==> src/rtl/render_pkg.sv <==
// Shared types and grid constants for the sprite render command queue.
// The draw command struct is the unit stored in the FIFO and handed to the engine.
package render_pkg;

    localparam int GRID_W   = 40;
    localparam int GRID_H   = 30;
    localparam int SPRITE_W = 3;
    localparam int X_W      = 6;
    localparam int Y_W      = 5;

    typedef enum logic [1:0] {
        IDLE  = 2'd0,
        ISSUE = 2'd1,
        ACK   = 2'd2,
        DONE  = 2'd3
    } rq_state_e;

    typedef struct packed {
        logic [SPRITE_W-1:0] sprite;
        logic [X_W-1:0]      x;
        logic [Y_W-1:0]      y;
    } draw_cmd_t;

    function automatic logic in_grid(input logic [X_W-1:0] x, input logic [Y_W-1:0] y);
        return (x < X_W'(GRID_W)) && (y < Y_W'(GRID_H));
    endfunction

endpackage

==> src/rtl/cmd_fifo.sv <==
// Power-of-two circular command FIFO; pointers wrap naturally at DEPTH.
// Callers gate push on not-full and pop on not-empty.
module cmd_fifo
    import render_pkg::*;
#(
    parameter int  DEPTH = 16,
    parameter type cmd_t = draw_cmd_t
) (
    input  logic                   clk,
    input  logic                   reset,
    input  logic                   push,
    input  cmd_t                   push_data,
    input  logic                   pop,
    output cmd_t                   pop_data,
    output logic [$clog2(DEPTH):0] count
);

    localparam int PTR_W = $clog2(DEPTH);

    cmd_t             mem [DEPTH];
    logic [PTR_W-1:0] wr_ptr;
    logic [PTR_W-1:0] rd_ptr;

    // NOTE: the storage array is deliberately not reset; count and the pointers alone decide which entries are valid.
    always_ff @(posedge clk) begin
        if (push) begin
            mem[wr_ptr] <= push_data;
        end
    end

    // NOTE: sequential state uses non-blocking assignments so every flop samples pre-edge values.
    always_ff @(posedge clk) begin
        if (reset) begin
            wr_ptr <= '0;
            rd_ptr <= '0;
            count  <= '0;
        end else begin
            if (push) wr_ptr <= wr_ptr + 1'b1;
            if (pop)  rd_ptr <= rd_ptr + 1'b1;
            case ({push, pop})
                2'b10:   count <= count + 1'b1;
                2'b01:   count <= count - 1'b1;
                default: count <= count;
            endcase
        end
    end

    assign pop_data = mem[rd_ptr];

endmodule

==> src/rtl/render_queue.sv <==
// Buffers draw commands from game logic and feeds them one at a time to the
// graphics engine, handshaking on busy and flagging drops and lost renders.
module render_queue
    import render_pkg::*;
#(
    parameter int DEPTH       = 16,
    parameter int ACK_TIMEOUT = 8
) (
    input  logic                   clk_100M,
    input  logic                   reset,
    input  logic                   cmd_valid,
    output logic                   cmd_ready,
    input  logic [SPRITE_W-1:0]    cmd_sprite,
    input  logic [X_W-1:0]         cmd_x,
    input  logic [Y_W-1:0]         cmd_y,
    output logic [SPRITE_W-1:0]    sprite_id,
    output logic [X_W-1:0]         blk_x,
    output logic [Y_W-1:0]         blk_y,
    output logic                   render,
    input  logic                   busy,
    output logic [$clog2(DEPTH):0] pending,
    output logic                   drop_err
);

    localparam int PEND_W = $clog2(DEPTH) + 1;
    localparam int CNT_W  = $clog2(ACK_TIMEOUT + 1);
    localparam logic [PEND_W-1:0] FULL_LEVEL = PEND_W'(DEPTH);
    localparam logic [CNT_W-1:0]  TMO_LIMIT  = CNT_W'(ACK_TIMEOUT);

    rq_state_e        state, state_next;
    draw_cmd_t        in_cmd, head;
    logic             accept, push, pop, bad_cmd, timeout;
    logic             busy_seen;
    logic [CNT_W-1:0] tmo_cnt;

    assign in_cmd    = '{sprite: cmd_sprite, x: cmd_x, y: cmd_y};
    assign cmd_ready = !reset && (pending < FULL_LEVEL);
    assign accept    = cmd_valid && cmd_ready;
    assign push      = accept && in_grid(cmd_x, cmd_y);
    assign bad_cmd   = accept && !in_grid(cmd_x, cmd_y);
    assign render    = (state == ISSUE);

    cmd_fifo #(
        .DEPTH (DEPTH),
        .cmd_t (draw_cmd_t)
    ) u_fifo (
        .clk       (clk_100M),
        .reset     (reset),
        .push      (push),
        .push_data (in_cmd),
        .pop       (pop),
        .pop_data  (head),
        .count     (pending)
    );

    // NOTE: defaults come first so every path assigns every output and no latch is inferred.
    always_comb begin
        state_next = state;
        pop        = 1'b0;
        timeout    = 1'b0;
        case (state)
            IDLE: begin
                if ((pending != '0) && !busy) begin
                    state_next = ISSUE;
                    pop        = 1'b1;
                end
            end
            ISSUE: state_next = ACK;
            ACK: begin
                if (busy || busy_seen) begin
                    state_next = DONE;
                end else if (tmo_cnt >= TMO_LIMIT) begin
                    state_next = IDLE;
                    timeout    = 1'b1;
                end
            end
            DONE: begin
                if (!busy) state_next = IDLE;
            end
            default: state_next = IDLE;
        endcase
    end

    always_ff @(posedge clk_100M) begin
        if (reset) begin
            state     <= IDLE;
            sprite_id <= '0;
            blk_x     <= '0;
            blk_y     <= '0;
            tmo_cnt   <= '0;
            busy_seen <= 1'b0;
            drop_err  <= 1'b0;
        end else begin
            state    <= state_next;
            drop_err <= drop_err | bad_cmd | timeout;
            if (pop) begin
                sprite_id <= head.sprite;
                blk_x     <= head.x;
                blk_y     <= head.y;
            end
            // Counts from the render cycle; saturates so it cannot wrap in DONE.
            if (pop) begin
                tmo_cnt <= '0;
            end else if ((state != IDLE) && (tmo_cnt < TMO_LIMIT)) begin
                tmo_cnt <= tmo_cnt + 1'b1;
            end
            if (state == ISSUE) begin
                busy_seen <= busy;
            end else if (state == IDLE) begin
                busy_seen <= 1'b0;
            end
        end
    end

endmodule

==> config.mk <==
export PLATFORM = sky130hd
export DESIGN_NAME = render_queue
export DESIGN_NICKNAME = d
export VERILOG_FILES = /design/src/rtl/render_pkg.sv /design/src/rtl/cmd_fifo.sv /design/src/rtl/render_queue.sv
export SDC_FILE = /design/constraint.sdc
export NUM_CORES = 1
export LEC_CHECK = 0
export BUFFER_PORTS_ARGS = -buffer_cell sky130_fd_sc_hd__buf_2
export CORE_ASPECT_RATIO = 0.9
export CORE_MARGIN = 1
export CORE_UTILIZATION = 55
export CTS_CLUSTER_DIAMETER = 150
export DETAILED_ROUTE_END_ITERATION = 6
export PLACE_DENSITY_LB_ADDON = 0.05
export SYNTH_ARGS = -nofsm -noshare
export SYNTH_HDL_FRONTEND = slang
export SYNTH_HIERARCHICAL = 1
export SYNTH_SLANG_ARGS = --single-unit
==> constraint.sdc <==
create_clock -name clk_100M -period 5.7 [get_ports clk_100M]
set_input_delay 0.57 -clock clk_100M [delete_from_list [all_inputs] [get_ports clk_100M]]
set_output_delay 0.57 -clock clk_100M [all_outputs]
set_load 0.01 [all_outputs]
==> run metrics <==
io pins 40; reg2reg setup slack 2.72 ns; Area contributors post-synth edfxtp_1 (65%), mux4_2 (12%), dfxtp_1 (7.6%); Top delay family on crit path compound AO/OA/AOI/OAI gates; DP Cell Count 830; top-area cell type share of the netlist area between 60 and 70%; Cells after Synth 573; vias in the first global route slightly above 5,000; first-pass GRT wire length 31,800 um; Post-Syn Area approximately 0.01 mm^2; Hold Slack around 0.39 ns; 1st-iter DRT viols 410; unrepaired setup endpoints after global routing false; HPWL Detailed approximately 12,000 um; Worst EP required 6.11 ns; grt ovf 0; register area share after synthesis 72.9%; FF/Latch Area about 0.0075 mm^2; Pwr Density 405 mW/mm^2; most frequent cell after synthesis edfxtp_1; CP max stage delay 0.43 ns; initial antenna violation count 0; worst hold start cmd_valid; Max-Cap Viols 0; via count around 5,300; startpoint types register; Fillers 1,336; worst reg2reg path endpoint u_fifo/count[4]; leakage between 3 and 4 nW; Reg clk slew, reported paths around 0.060 ns; # DRC 0; most used cell, CP ha_1; CTS Sinks 263; hold_buf cts 0; layout cell share with drive strength beyond 1 22.6%; Post-synth EDFFs 224; CP Max Fanout 16; area occupied by multi-input gates about 0.0026 mm^2; Hold Crit Depth 3; cells along the critical path or2_1 -> a211o_4 -> inv_1 -> ha_1 -> xor2_1 -> ha_1 -> a31oi_1 -> o31ai_1 -> mux2_2; Critical-path top delay cell a211o_4; CTS tree built; max_slew headroom between 20% and 30%; crit path kind reg -> reg; Final Cycle Share between 50% and 60%; Min-Delay Path Class in -> reg; distinct cell type count after synthesis 44; Die X 146 um; H-tree levels 1; Hold Vio Cnt, Final 0; site row count 47; depth of the most critical reg-to-reg path 9; Slew Viols, Final 0; cell chosen for the clock root clkbuf_16; Total GRT Usage about 23%; Antenna Nets Post-Route 0; Initial Utilization between 50% and 60%; Port Buf Inserts 39; post-route minimum period between 2 and 3 ns; total CTS buffers 26; endpoints failing setup 0; top_reg_cell synth edfxtp_1; Buf/Inv on CP 1; setup TNS 0 ns; Worst Tran Pin Value roughly 1.1 ns; Max VDD drop just over 0.0003 V; Die Area 0.0193 mm^2; routed len/inst 23.8 um; # Post-CTS Setup Buffers 0; Worst Setup End Kind register; post-cts resize count 0; #FFs+latches synth about 260; Final WS setup between 2 and 3 ns; Synth area leader edfxtp_1; syn_nets around 600; CTS max path bufs 3; clk_skew 0.0119 ns; antenna cells 0; Area Growth Syn to Fin 11.7%; CP arrival between 3 and 4 ns; Design Area, Final 0.0115 mm^2; drt pass-1 iters 5; largest net degree at the start of global routing 57; outcome finished, final reports clean; worst r2r src state[1]; Mapped Avg Cell Area ~18 um^2; Die Y around 130 um; final cell count without fillers 878; DP Area between 0.01 and 0.015 mm^2; Overall Power 4.66 mW; CORE AREA ~0.018 mm^2; Vias/cell about 6; RePlAce Congestion roughly 0.75; Async SR Flop Fraction 0%; Final Util around 63%; Final nets 642; hold path endpoint drop_err; Yosys warning count 6; WL final 20,900 um; f_max around 340 MHz; DP Worst Slack roughly 2.3 ns; synth cell count leaders edfxtp_1 (224), mux4_2 (56), dfxtp_1 (39); clk_lat worst skew about 0.52 ns
==> cell type report <==
type	count	area share, %
multi-input combinational	271	22.5
timing repair buffer	42	1.89
inverter	9	0.294
sequential	263	65.3
clock inverter	11	0.924
tap	245	2.66
clock buffer	37	6.46
==> cell usage in the layout (no fill, tap or decap), types with 2 or more instances in the layout <==
| cell type | netlist | routed |
|---|---|---|
| mux4_2 | 56 | 56 |
| nand3_1 | 18 | 18 |
| o211ai_1 | 2 | 2 |
| a22oi_1 | 29 | 29 |
| nor2b_1 | 4 | 3 |
| clkinv_2 | 0 | 3 |
| a31oi_1 | 5 | 5 |
| inv_1 | 9 | 9 |
| bufinv_16 | 0 | 2 |
| nand2_1 | 36 | 36 |
| xor2_1 | 8 | 8 |
| or3_1 | 5 | 5 |
| dfxtp_1 | 39 | 37 |
| a21oi_1 | 22 | 22 |
| o21ai_0 | 4 | 4 |
| edfxtp_1 | 224 | 224 |
| clkbuf_8 | 0 | 3 |
| ha_1 | 11 | 11 |
| nor3_1 | 4 | 4 |
| clkinv_1 | 0 | 4 |
| xnor2_1 | 2 | 2 |
| dfxtp_4 | 0 | 2 |
| clkbuf_16 | 0 | 27 |
| and2_1 | 17 | 17 |
| buf_4 | 1 | 3 |
| nand4_1 | 4 | 4 |
| clkbuf_1 | 12 | 7 |
| mux2i_1 | 3 | 3 |
| nor2_1 | 24 | 24 |
| buf_2 | 8 | 39 |
==> per-layer routing <==
layer,GRT usage (%),part of all wire [%]
met5,0,0
met4,5.32,1.9
met3,4.33,6.3
met2,33.6,46
met1,35.0,46
==> where the power goes <==
group / switching, mW / internal, mW
logic: 0.352 / 0.358
clock network: 0.679 / 0.996
registers: 0.132 / 2.15
total: 1.16 / 3.50
==> logic make-up (layout without fill, tap and decap cells) <==
| group | Yosys count | in the layout | synth area share [%] |
|---|---|---|---|
| DFF | 263 | 263 | 72.9 |
| muxes | 60 | 60 | 12.6 |
| adders and majority gates | 11 | 11 | 1.34 |
| and+or+nand+nor | 122 | 122 | 5.86 |
| xor gates and xnor gates | 10 | 10 | 0.850 |
| AOI/OAI and AO/OA | 68 | 68 | 4.38 |
| buffers and inverters | 39 | 99 | 2.08 |
==> worst max path at each step <==
stage / from / end / slack [ns] / cells past startpoint
2_1_floorplan: reset / u_fifo/count[4] / 2.87 / 13
3_3_place_gp: cmd_x[3] / u_fifo/count[4] / 2.40 / 12
3_5_place_dp: cmd_x[4] / u_fifo/count[4] / 2.32 / 12
4_1_cts: state[1] / u_fifo/count[4] / 2.75 / 9
5_1_grt: state[1] / u_fifo/count[4] / 2.51 / 9
6_report: state[1] / u_fifo/count[4] / 2.72 / 9
==> worst reg2reg max path: stages (launching register included) <==
cell     delay (ns)
dfxtp_1        0.39
or2_1          0.36
a211o_4        0.43
inv_1          0.24
ha_1           0.39
xor2_1         0.18
ha_1           0.21
a31oi_1        0.10
o31ai_1        0.22
mux2_2         0.36
==> state kept, by name, indices dropped and copies added, names as in the netlist, 3 cells and up, named ones only <==
signal,cells
blk_x,6
blk_y,5
sprite_id,3
tmo_cnt,4
u_fifo/count,5
u_fifo/mem,224
u_fifo/rd_ptr,4
u_fifo/wr_ptr,4
Note: power is estimated with default switching activity, not from simulation.
